==> config.mk <==
export PLATFORM = sky130hd
export DESIGN_NAME = sys_reg_file_nested
export DESIGN_NICKNAME = d
export VERILOG_FILES = /design/src/rtl/sys_reg_file_nested_pkg.sv /design/src/rtl/sys_reg_file_nested_ctx_stack.sv /design/src/rtl/sys_reg_file_nested.sv
export SDC_FILE = /design/constraint.sdc
export NUM_CORES = 1
export LEC_CHECK = 0
export BUFFER_PORTS_ARGS = -buffer_cell sky130_fd_sc_hd__buf_2
export CAP_MARGIN = 0
export CORE_AREA = 4 4 182 202
export CTS_BUF_LIST = sky130_fd_sc_hd__clkbuf_4
export CTS_CLUSTER_SIZE = 8
export DETAILED_ROUTE_END_ITERATION = 6
export DIE_AREA = 0 0 186 206
export GPL_ROUTABILITY_DRIVEN = 0
export GPL_TIMING_DRIVEN = 0
export PLACE_DENSITY = 0.8
export REMOVE_ABC_BUFFERS = 1
export SYNTH_ARGS = -nofsm -noshare
export SYNTH_HDL_FRONTEND = slang
export SYNTH_SLANG_ARGS = --single-unit
==> constraint.sdc <==
create_clock -name clk -period 5.3 [get_ports clk]
set_input_delay 0.795 -clock clk [delete_from_list [all_inputs] [get_ports clk]]
set_output_delay 0.795 -clock clk [all_outputs]
set_load 0.005 [all_outputs]
==> src/rtl/sys_reg_file_nested_pkg.sv <==
// sys_reg_file_nested shared definitions.
// Register indices, PCS bit positions and the saved-context layout.
package sys_reg_file_nested_pkg;

  localparam logic [3:0] SR_PCS = 4'd0;
  localparam logic [3:0] SR_IDN = 4'd1;
  localparam logic [3:0] SR_IRA = 4'd2;
  localparam logic [3:0] SR_IHA = 4'd3;
  localparam logic [3:0] SR_IMR = 4'd4;
  localparam logic [3:0] SR_IPR = 4'd5;

  localparam int PCS_IE = 0;

  localparam int XLEN = 32;

  typedef struct packed {
    logic [XLEN-1:0] pcs;
    logic [XLEN-1:0] ira;
  } ctx_t;

endpackage

==> src/rtl/sys_reg_file_nested_ctx_stack.sv <==
// sys_reg_file_nested saved-context LIFO.
// Push when full and pop when empty are dropped.
module sys_reg_file_nested_ctx_stack #(
  parameter int W = 64,
  parameter int DEPTH = 4,
  localparam int CW = $clog2(DEPTH + 1),
  localparam int AW = (DEPTH > 1) ? $clog2(DEPTH) : 1
) (
  input  logic          clk,
  input  logic          reset,
  input  logic          push,
  input  logic          pop,
  input  logic [W-1:0]  din,
  output logic [W-1:0]  dout,
  output logic          full,
  output logic          empty,
  output logic [CW-1:0] count
);

  logic [W-1:0]  mem [DEPTH];
  logic [CW-1:0] cntM1;
  logic          doPush;
  logic          doPop;

  assign full   = (count == CW'(DEPTH));
  assign empty  = (count == '0);
  assign doPush = push & ~full;
  assign doPop  = pop & ~empty & ~push;
  assign cntM1  = count - CW'(1);
  assign dout   = mem[cntM1[AW-1:0]];

  // occupancy counter
  always_ff @(posedge clk) begin
    if (reset) begin
      count <= '0;
    end else if (doPush) begin
      count <= count + CW'(1);
    end else if (doPop) begin
      count <= cntM1;
    end
  end

  // entry storage, only the occupied region is ever read
  always_ff @(posedge clk) begin
    if (doPush) begin
      mem[count[AW-1:0]] <= din;
    end
  end

endmodule

==> src/rtl/sys_reg_file_nested.sv <==
// sys_reg_file_nested: system registers with nested fixed-priority IRQs.
// SYSREG_VECTORED_IRQ_EN selects one handler slot per source.
module sys_reg_file_nested
  import sys_reg_file_nested_pkg::*;
#(
  parameter int DBITS = 32,
  parameter int NUM_IRQ = 8,
  parameter int NEST_DEPTH = 4,
  parameter int VEC_SHIFT = 2,
  localparam int LW = $clog2(NEST_DEPTH + 1)
) (
  input  logic               clk,
  input  logic               reset,
  input  logic               sys_wrt_en,
  input  logic [3:0]         wrt_index,
  input  logic [3:0]         rd_index,
  input  logic [DBITS-1:0]   data_in,
  input  logic [DBITS-1:0]   pc_in,
  input  logic [NUM_IRQ-1:0] irq_in,
  input  logic               inta,
  input  logic               is_reti,
  output logic               irq_req,
  output logic               inta_sig,
  output logic [DBITS-1:0]   data_out,
  output logic [DBITS-1:0]   inta_addr,
  output logic [LW-1:0]      nest_level
);

  localparam int SW = (NUM_IRQ > 1) ? $clog2(NUM_IRQ) : 1;

  logic [DBITS-1:0]   pcs;
  logic [DBITS-1:0]   idn;
  logic [DBITS-1:0]   ira;
  logic [DBITS-1:0]   iha;
  logic [DBITS-1:0]   imr;
  logic [NUM_IRQ-1:0] ipr;
  logic [NUM_IRQ-1:0] iprNext;
  logic [NUM_IRQ-1:0] irqPrev;
  logic [NUM_IRQ-1:0] rise;
  logic [NUM_IRQ-1:0] eligible;
  logic [NUM_IRQ-1:0] selMask;
  logic [NUM_IRQ-1:0] clrMask;
  logic [SW-1:0]      sel;
  logic [DBITS-1:0]   handler;
  logic [2*DBITS-1:0] popData;
  logic               full;
  logic               empty;
  logic               doPop;
  logic               wrPcs;
  logic               wrIdn;
  logic               wrIra;
  logic               wrIha;
  logic               wrImr;
  logic               wrIpr;

  assign wrPcs = sys_wrt_en & (wrt_index == SR_PCS);
  assign wrIdn = sys_wrt_en & (wrt_index == SR_IDN);
  assign wrIra = sys_wrt_en & (wrt_index == SR_IRA);
  assign wrIha = sys_wrt_en & (wrt_index == SR_IHA);
  assign wrImr = sys_wrt_en & (wrt_index == SR_IMR);
  assign wrIpr = sys_wrt_en & (wrt_index == SR_IPR);

  assign rise     = irq_in & ~irqPrev;
  assign eligible = ipr & imr[NUM_IRQ-1:0];
  assign irq_req  = pcs[PCS_IE] & (|eligible) & ~full & ~is_reti;
  assign inta_sig = inta & irq_req;
  assign doPop    = is_reti & ~empty;

  // lowest index wins
  always_comb begin
    sel = '0;
    selMask = '0;
    for (int i = NUM_IRQ - 1; i >= 0; i--) begin
      if (eligible[i]) begin
        sel = SW'(i);
        selMask = NUM_IRQ'(1) << i;
      end
    end
  end

  // a new edge beats a take or W1C clear of the same bit
  always_comb begin
    clrMask = '0;
    if (inta_sig) clrMask = clrMask | selMask;
    if (wrIpr) clrMask = clrMask | data_in[NUM_IRQ-1:0];
    iprNext = (ipr & ~clrMask) | rise;
  end

`ifdef SYSREG_VECTORED_IRQ_EN
  assign handler = (iha + DBITS'(sel)) << VEC_SHIFT;
`else
  assign handler = iha << VEC_SHIFT;
`endif

  assign inta_addr = inta_sig ? handler : ira;

  sys_reg_file_nested_ctx_stack #(
    .W     (2 * DBITS),
    .DEPTH (NEST_DEPTH)
  ) u_stack (
    .clk   (clk),
    .reset (reset),
    .push  (inta_sig),
    .pop   (doPop),
    .din   ({pcs, ira}),
    .dout  (popData),
    .full  (full),
    .empty (empty),
    .count (nest_level)
  );

  // register state: take, then pop, then WSR
  always_ff @(posedge clk) begin
    if (reset) begin
      pcs     <= '0;
      idn     <= '0;
      ira     <= '0;
      iha     <= '0;
      imr     <= '0;
      ipr     <= '0;
      irqPrev <= '0;
    end else begin
      irqPrev <= irq_in;
      ipr     <= iprNext;
      if (inta_sig) pcs <= '0;
      else if (doPop) pcs <= popData[2*DBITS-1:DBITS];
      else if (wrPcs) pcs <= data_in;
      if (inta_sig) ira <= pc_in;
      else if (doPop) ira <= popData[DBITS-1:0];
      else if (wrIra) ira <= data_in;
      if (inta_sig) idn <= DBITS'(sel);
      else if (wrIdn) idn <= data_in;
      if (wrIha) iha <= data_in;
      if (wrImr) imr <= data_in;
    end
  end

  // RSR read with same-cycle WSR bypass
  always_comb begin
    data_out = '0;
    unique case (1'b1)
      (rd_index == SR_PCS): data_out = pcs;
      (rd_index == SR_IDN): data_out = idn;
      (rd_index == SR_IRA): data_out = ira;
      (rd_index == SR_IHA): data_out = iha;
      (rd_index == SR_IMR): data_out = imr;
      (rd_index == SR_IPR): data_out = DBITS'(ipr);
      default:              data_out = '0;
    endcase
    if (sys_wrt_en && (wrt_index == rd_index) && (rd_index <= SR_IPR)) begin
      if (rd_index == SR_IPR) data_out = DBITS'(iprNext);
      else data_out = data_in;
    end
  end

endmodule

* After elaboration in Yosys (flattened, before gate mapping) *
Memory sizes are Yosys's and may differ from the RTL's.
Index checks and enable logic that the tools add are counted.

operators by class
  reduce and logical (&&, ||, !) cells = 11
  equality and inequality tests = 12
  $lt $le $gt $ge = 1
  multiplexer cells = 33
  add/sub/neg operators = 2
  bitwise gates (word level) = 25

operators with widths
  operator                                                                           number
  32-bit 2-to-1 mux                                                                  8
  32-bit case mux with 6 select lines                                                1
  8-bit 2-to-1 mux                                                                   10
  3-bit 2-to-1 mux                                                                   12
  8-bit AND                                                                          3
  4-bit by 2-bit equality test with 1-bit output (second input constant)             4
  4-bit by 3-bit equality test with 1-bit output (second input constant)             4
  8-bit NOT                                                                          2
  8-bit OR                                                                           2
  1-bit AND                                                                          14
  4-bit by 1-bit equality test with 1-bit output (second input constant)             2
  4-bit logical NOT                                                                  2
  8-bit OR reduction                                                                 1
  2-bit nonzero test                                                                 3
  4-bit equality test                                                                1
  4-bit by 3-bit less-or-equal comparator with 1-bit output (second input constant)  1
  1-bit NOT                                                                          4
  3-bit by 1-bit adder with 3-bit output (second input constant)                     1
  3-bit equality test (second input constant)                                        1
  3-bit logical NOT                                                                  1
  3-bit nonzero test                                                                 1
  3-bit by 1-bit subtractor with 3-bit output (second input constant)                1
  1-bit logical AND                                                                  2
  1-bit 2-to-1 mux                                                                   2
  2-bit OR reduction                                                                 1

word-level totals
  output and inout bits = 69
  RAM bits = 256
  register bits = 179
  memories = 1

memories
  name         depth  bits a word  read ports  clocked after Yosys merged registers in  wr ports  RTL line                             text
  u_stack.mem  4      64           1           0                                        1         sys_reg_file_nested_ctx_stack.sv:20  logic [W-1:0] mem [DEPTH];

* Longest topological paths before layout *
  depth after elaboration = 17
  depth in mapped cells = 15

* Cells and area by module *
A second synthesis with hierarchy kept.

unflattened totals
  cell total of the unflattened synthesis = 1597
  area, all modules = 19298.5 µm²

by module, submodules not included
  module                         area an instance (µm²)  instances  cells an instance
  sys_reg_file_nested            9799.4                  1          1231
  sys_reg_file_nested_ctx_stack  9499.1                  1          366

* Worst setup path before layout *
Ideal clock, no wire load.

  path kind = reg-to-reg
  from = reg u_stack.count[0]
  to = mem u_stack.mem[0][0], enable pin
  slack = -0.399 ns
  period minus slack after synthesis = 5.699 ns
  stages on the path, launching flop included = 13
  required time = 4.814 ns
  data arrival time = 5.212 ns
  cell sequence = dfxtp_1 buf_2 buf_2 buf_2 inv_1 ha_1 nand2_1 and3_1 clkbuf_1 nand2_1 buf_2 buf_2 nor2_1

between the ends
  longest elaborated chain between the ends = 8

RTL lines
  what                                    RTL line                                                        text
  start, declared                         sys_reg_file_nested_ctx_stack.sv:17                             output logic [CW-1:0] count
  start signal, assigned                  sys_reg_file_nested_ctx_stack.sv:37                             count <= count + CW'(1);
  start signal, assigned                  sys_reg_file_nested_ctx_stack.sv:39                             count <= cntM1;
  3-bit equality test                     sys_reg_file_nested_ctx_stack.sv:25                             assign full = (count == CW'(DEPTH));
  1-bit NOT                               sys_reg_file_nested_ctx_stack.sv:27, sys_reg_file_nested.sv:65
  1-bit AND (2 in a row)                  sys_reg_file_nested.sv:65                                       assign irq_req = pcs[PCS_IE] & (|eligible) & ~full & ~is_reti;
  1-bit AND                               sys_reg_file_nested.sv:66                                       assign inta_sig = inta & irq_req;
  1-bit AND                               sys_reg_file_nested_ctx_stack.sv:27                             assign doPush = push & ~full;
  1-bit 2-to-1 mux                        sys_reg_file_nested_ctx_stack.sv:45                             if (doPush) begin
  1-bit 2-to-1 mux (implied by the code)  sys_reg_file_nested_ctx_stack.sv:46                             mem[count[AW-1:0]] <= din;
  end, declared                           sys_reg_file_nested_ctx_stack.sv:20

Several ways; a longest one is shown, not always the timed one.

* Worst setup path after layout *
  from = reg u_stack.count[0]
  to = out inta_addr[15]

between the ends
  longest elaborated chain between the ends = 6

RTL lines
  what                    RTL line                             text
  3-bit equality test     sys_reg_file_nested_ctx_stack.sv:25
  1-bit NOT               sys_reg_file_nested.sv:65
  1-bit AND (2 in a row)  sys_reg_file_nested.sv:65
  1-bit AND               sys_reg_file_nested.sv:66
  32-bit 2-to-1 mux       sys_reg_file_nested.sv:95            assign inta_addr = inta_sig ? handler : ira;
  end, declared           sys_reg_file_nested.sv:25            output logic [DBITS-1:0] inta_addr,

No other way between the ends.

==> summary.md <==
| Metric | Value |
|---|---|
| Status | `completed` |
| Ys flop type | `edfxtp_1` |
| Final #Nets | `1824` |
| Iter 0 DRT Violations | `1593` |
| DRC errors left | `0` |
| Reg power frac | `47.2%` |
| Share of total power in the clock network | `32.6%` |
| Max Cap Violations | `0` |
| Max Clock Freq | `203 MHz` |
| Largest net degree at the start of global routing | `66` |
| Setup Skew | `0.0684 ns` |
| Growth of design area from synthesis to finish | `17.6%` |
| GRT overflow | `0` |
| Site Rows | `72` |
| Syn Inst Count | `1540` |
| # clock sinks | `435` |
| Final setup fails | `0` |
| HP Class | `primary input to register` |
| Syn Area/Cell | `12.0 um2` |
| Dpl cell area | `20200 um2` |
| Share of layout cells above drive strength 1 | `26.3%` |
| CTS clk-pin slew, worst paths | `0.07 ns` |
| Critical path startpoint category | `register` |
| Comb power frac | `20.2%` |
| Clk_lat worst skew | `0.77 ns` |
| Slowest-stage cell, CP | `dfxtp_4` |
| Delay-heaviest family, CP | `simple AND/OR/NAND/NOR gates` |
| Switching share of total power | `29.0%` |
| Initial antenna violation count | `2` |
| Multi-input gate area | `6840 um2` |
| Fin Hold WS | `0.267 ns` |
| First-pass GRT wire length | `81300 um` |
| Via Count | `14288` |
| Pre-Repair DR Iteration Count | `6` |
| Min Tclk post-route | `4.93 ns` |
| Vert. Die Dim | `206 um` |
| Number of flops mapped to enable cells by yosys | `256` |
| DIE WIDTH | `186 um` |
| Met3 usage | `5.97%` |
| Register area | `11300 um2` |
| Fin crit share | `93.0%` |
| Wire per inst | `23.5 um` |
| Root buffer cell | `clkbuf_4` |
| Ys async rst share | `0%` |
| Largest stage delay, worst path | `0.60 ns` |
| Synth Warn # | `0` |
| Gr busiest metal | `met2` |
| CP cell instances | `inv_1 > ha_4 > nand2_1 > and3_1 > nand2_4 > buf_16 > inv_6 > nand2_1 > nand2_1 > buf_2` |
| Final wirelength | `53500 um` |
| VDD IR-drop max | `0.249 mV` |
| Post-synthesis instance area | `18500 um2` |
| Starting density of the core | `53.2%` |
| Synth unique cells | `56` |
| CTS Hold Buffers Added | `0` |
| Worst Path Max Fanout | `65` |
| RSZ-0062 raised after global routing | `no` |
| Data arrival time of the critical path | `4.13 ns` |
| Largest area contributor in the netlist | `edfxtp_1` |
| Relative slew slack | `1.27%` |
| Routed Antenna Nets | `0` |
| Worst Tran Pin Value | `1.48 ns` |
| GRT Util Overall | `27.7%` |
| Hpwl dp | `33000 um` |
| Vias in the first global route | `14687` |
| Crit path top cell by count | `nand2_1` |
| #FFs+latches synth | `435` |
| Register-to-register path setup slack | `1.76 ns` |
| Final hold vios | `0` |
| Die Area | `38300 um2` |
| Critical Path End Type | `output pin` |
| Filler cell count | `2624` |
| Top post-synthesis cells by count | `nand2_1, edfxtp_1, dfxtp_1` |
| Fin area | `21700 um2` |
| Seq/Total Area, Yosys | `61.0%` |
| Pint | `0.00640 W` |
| Crit path buffers/inverters | `4` |
| Met1 usage | `35.2%` |
| H-tree lvl count | `3` |
| GRT met2 Usage | `45.6%` |
| Static leakage | `7.77 nW` |
| Vias per std cell | `6.29` |
| Max-slew violations | `0` |
| Share of the synthesized area in the top cell type | `41.6%` |
| Clk buf depth | `3` |
| IO Pins | `154` |
| CTS Buf Count | `108` |
| CP Class | `register to output pin` |
| Area contributors post-synth | `edfxtp_1, dfxtp_1, mux4_2` |
| TritonCTS clock tree | `done` |
| Most common cell in the netlist | `nand2_1` |
| I/O Buffers | `153` |
| Switching power total | `0.00262 W` |
| Core Box Area | `34800 um2` |
| Pwr per Cell Area | `415 nW/um2` |
| Critical path required time | `4.51 ns` |
## path summary, 6_finish.rpt
| kind | start | endpoint | cells past startpoint |
|---|---|---|---|
| max | u_stack.count[0]$_SDFFE_PP0P_ | inta_addr[15] | 10 |
| min | irq_in[3] | irqPrev[3]$_SDFF_PP0_ | 2 |
| max reg2reg | u_stack.count[0]$_SDFFE_PP0P_ | ira[16]$_SDFFE_PP0P_ | 9 |
| min reg2reg | idn[3]$_SDFFE_PP0P_ | idn[3]$_SDFFE_PP0P_ | 2 |
## cells in the final DEF, fill, tap and decap left out, drive strengths merged, types with 9 or more instances in the layout
| master | n |
|---|---|
| nand2 | 355 |
| nor2b | 12 |
| inv | 17 |
| nand2b | 36 |
| dfxtp | 179 |
| nand3 | 34 |
| a22oi | 69 |
| o21ai | 11 |
| edfxtp | 256 |
| a32o | 34 |
| clkbuf | 176 |
| nor2 | 48 |
| clkinv | 23 |
| a22o | 25 |
| a211oi | 35 |
| buf | 204 |
| mux2i | 67 |
| a21oi | 101 |
| mux4 | 64 |
| a221oi | 9 |
## metrics by stage
step           utilization [%]  instances  total power [W]  setup WS (ns)  setup TNS [ns]
2_1_floorplan                -       1420          0.00542          -3.29         -557.57
3_3_place_gp              55.5       2017          0.00629         -11.13        -2213.15
3_5_place_dp              58.1       2067          0.00611          0.611               0
4_1_cts                   62.5       2271          0.00903          0.303               0
5_1_grt                   62.5       2273          0.00939         0.0493               0
6_report                  62.5       2273          0.00901          0.373               0
## metal layers
layer  wire, um  share of wire [%]
met5          0                  0
met4       2200                4.1
met1      19500                 36
met2      25900                 48
met3       5860                 11
## what timing repair did
action | 4_1_cts | 5_1_grt
setup endpoints to repair | 30 | 0
hold endpoints to repair | 0 | 0
resized for setup | 1 | 0
buffers inserted | 1 | 0
## flip-flops by register name, indices dropped and copies added (netlist names)
register       count
pcs               32
irqPrev            8
imr               32
ira               32
iha               32
u_stack.mem      256
ipr                8
idn               32
u_stack.count      3
## final cells by class
cell class / count / area share (%)
flip-flops and latches: 435 / 51.9
multi-input cells: 968 / 31.5
repair buffers: 204 / 6.94
clock buffers: 176 / 6.08
well taps: 444 / 2.56
clock inverters: 27 / 0.766
inverters: 17 / 0.317
diodes: 2 / 0.0230
## cell families (layout without fill, tap and decap cells)
kind of cell,after synthesis,in the layout,share of synthesized area (%)
AO/OA/AOI/OAI,310,310,11.8
XOR/XNOR,4,4,0.190
adder cells (fa/ha/maj),5,5,0.338
buffers and inverters,137,424,3.10
flip-flops,435,435,61.0
multiplexers,131,131,11.4
other,0,2,0
AND/OR/NAND/NOR,518,518,12.2
## power groups by stage
stage | Combinational (W) | Clock, W | Sequential [W]
floorplan | 0.00118 | 0 | 0.00424
global placement | 0.00182 | 0 | 0.00448
detailed placement | 0.00177 | 0 | 0.00434
CTS | 0.00182 | 0.00297 | 0.00424
global route | 0.00195 | 0.00315 | 0.00429
finish | 0.00182 | 0.00294 | 0.00425
Power figures use the tool's default switching activity.
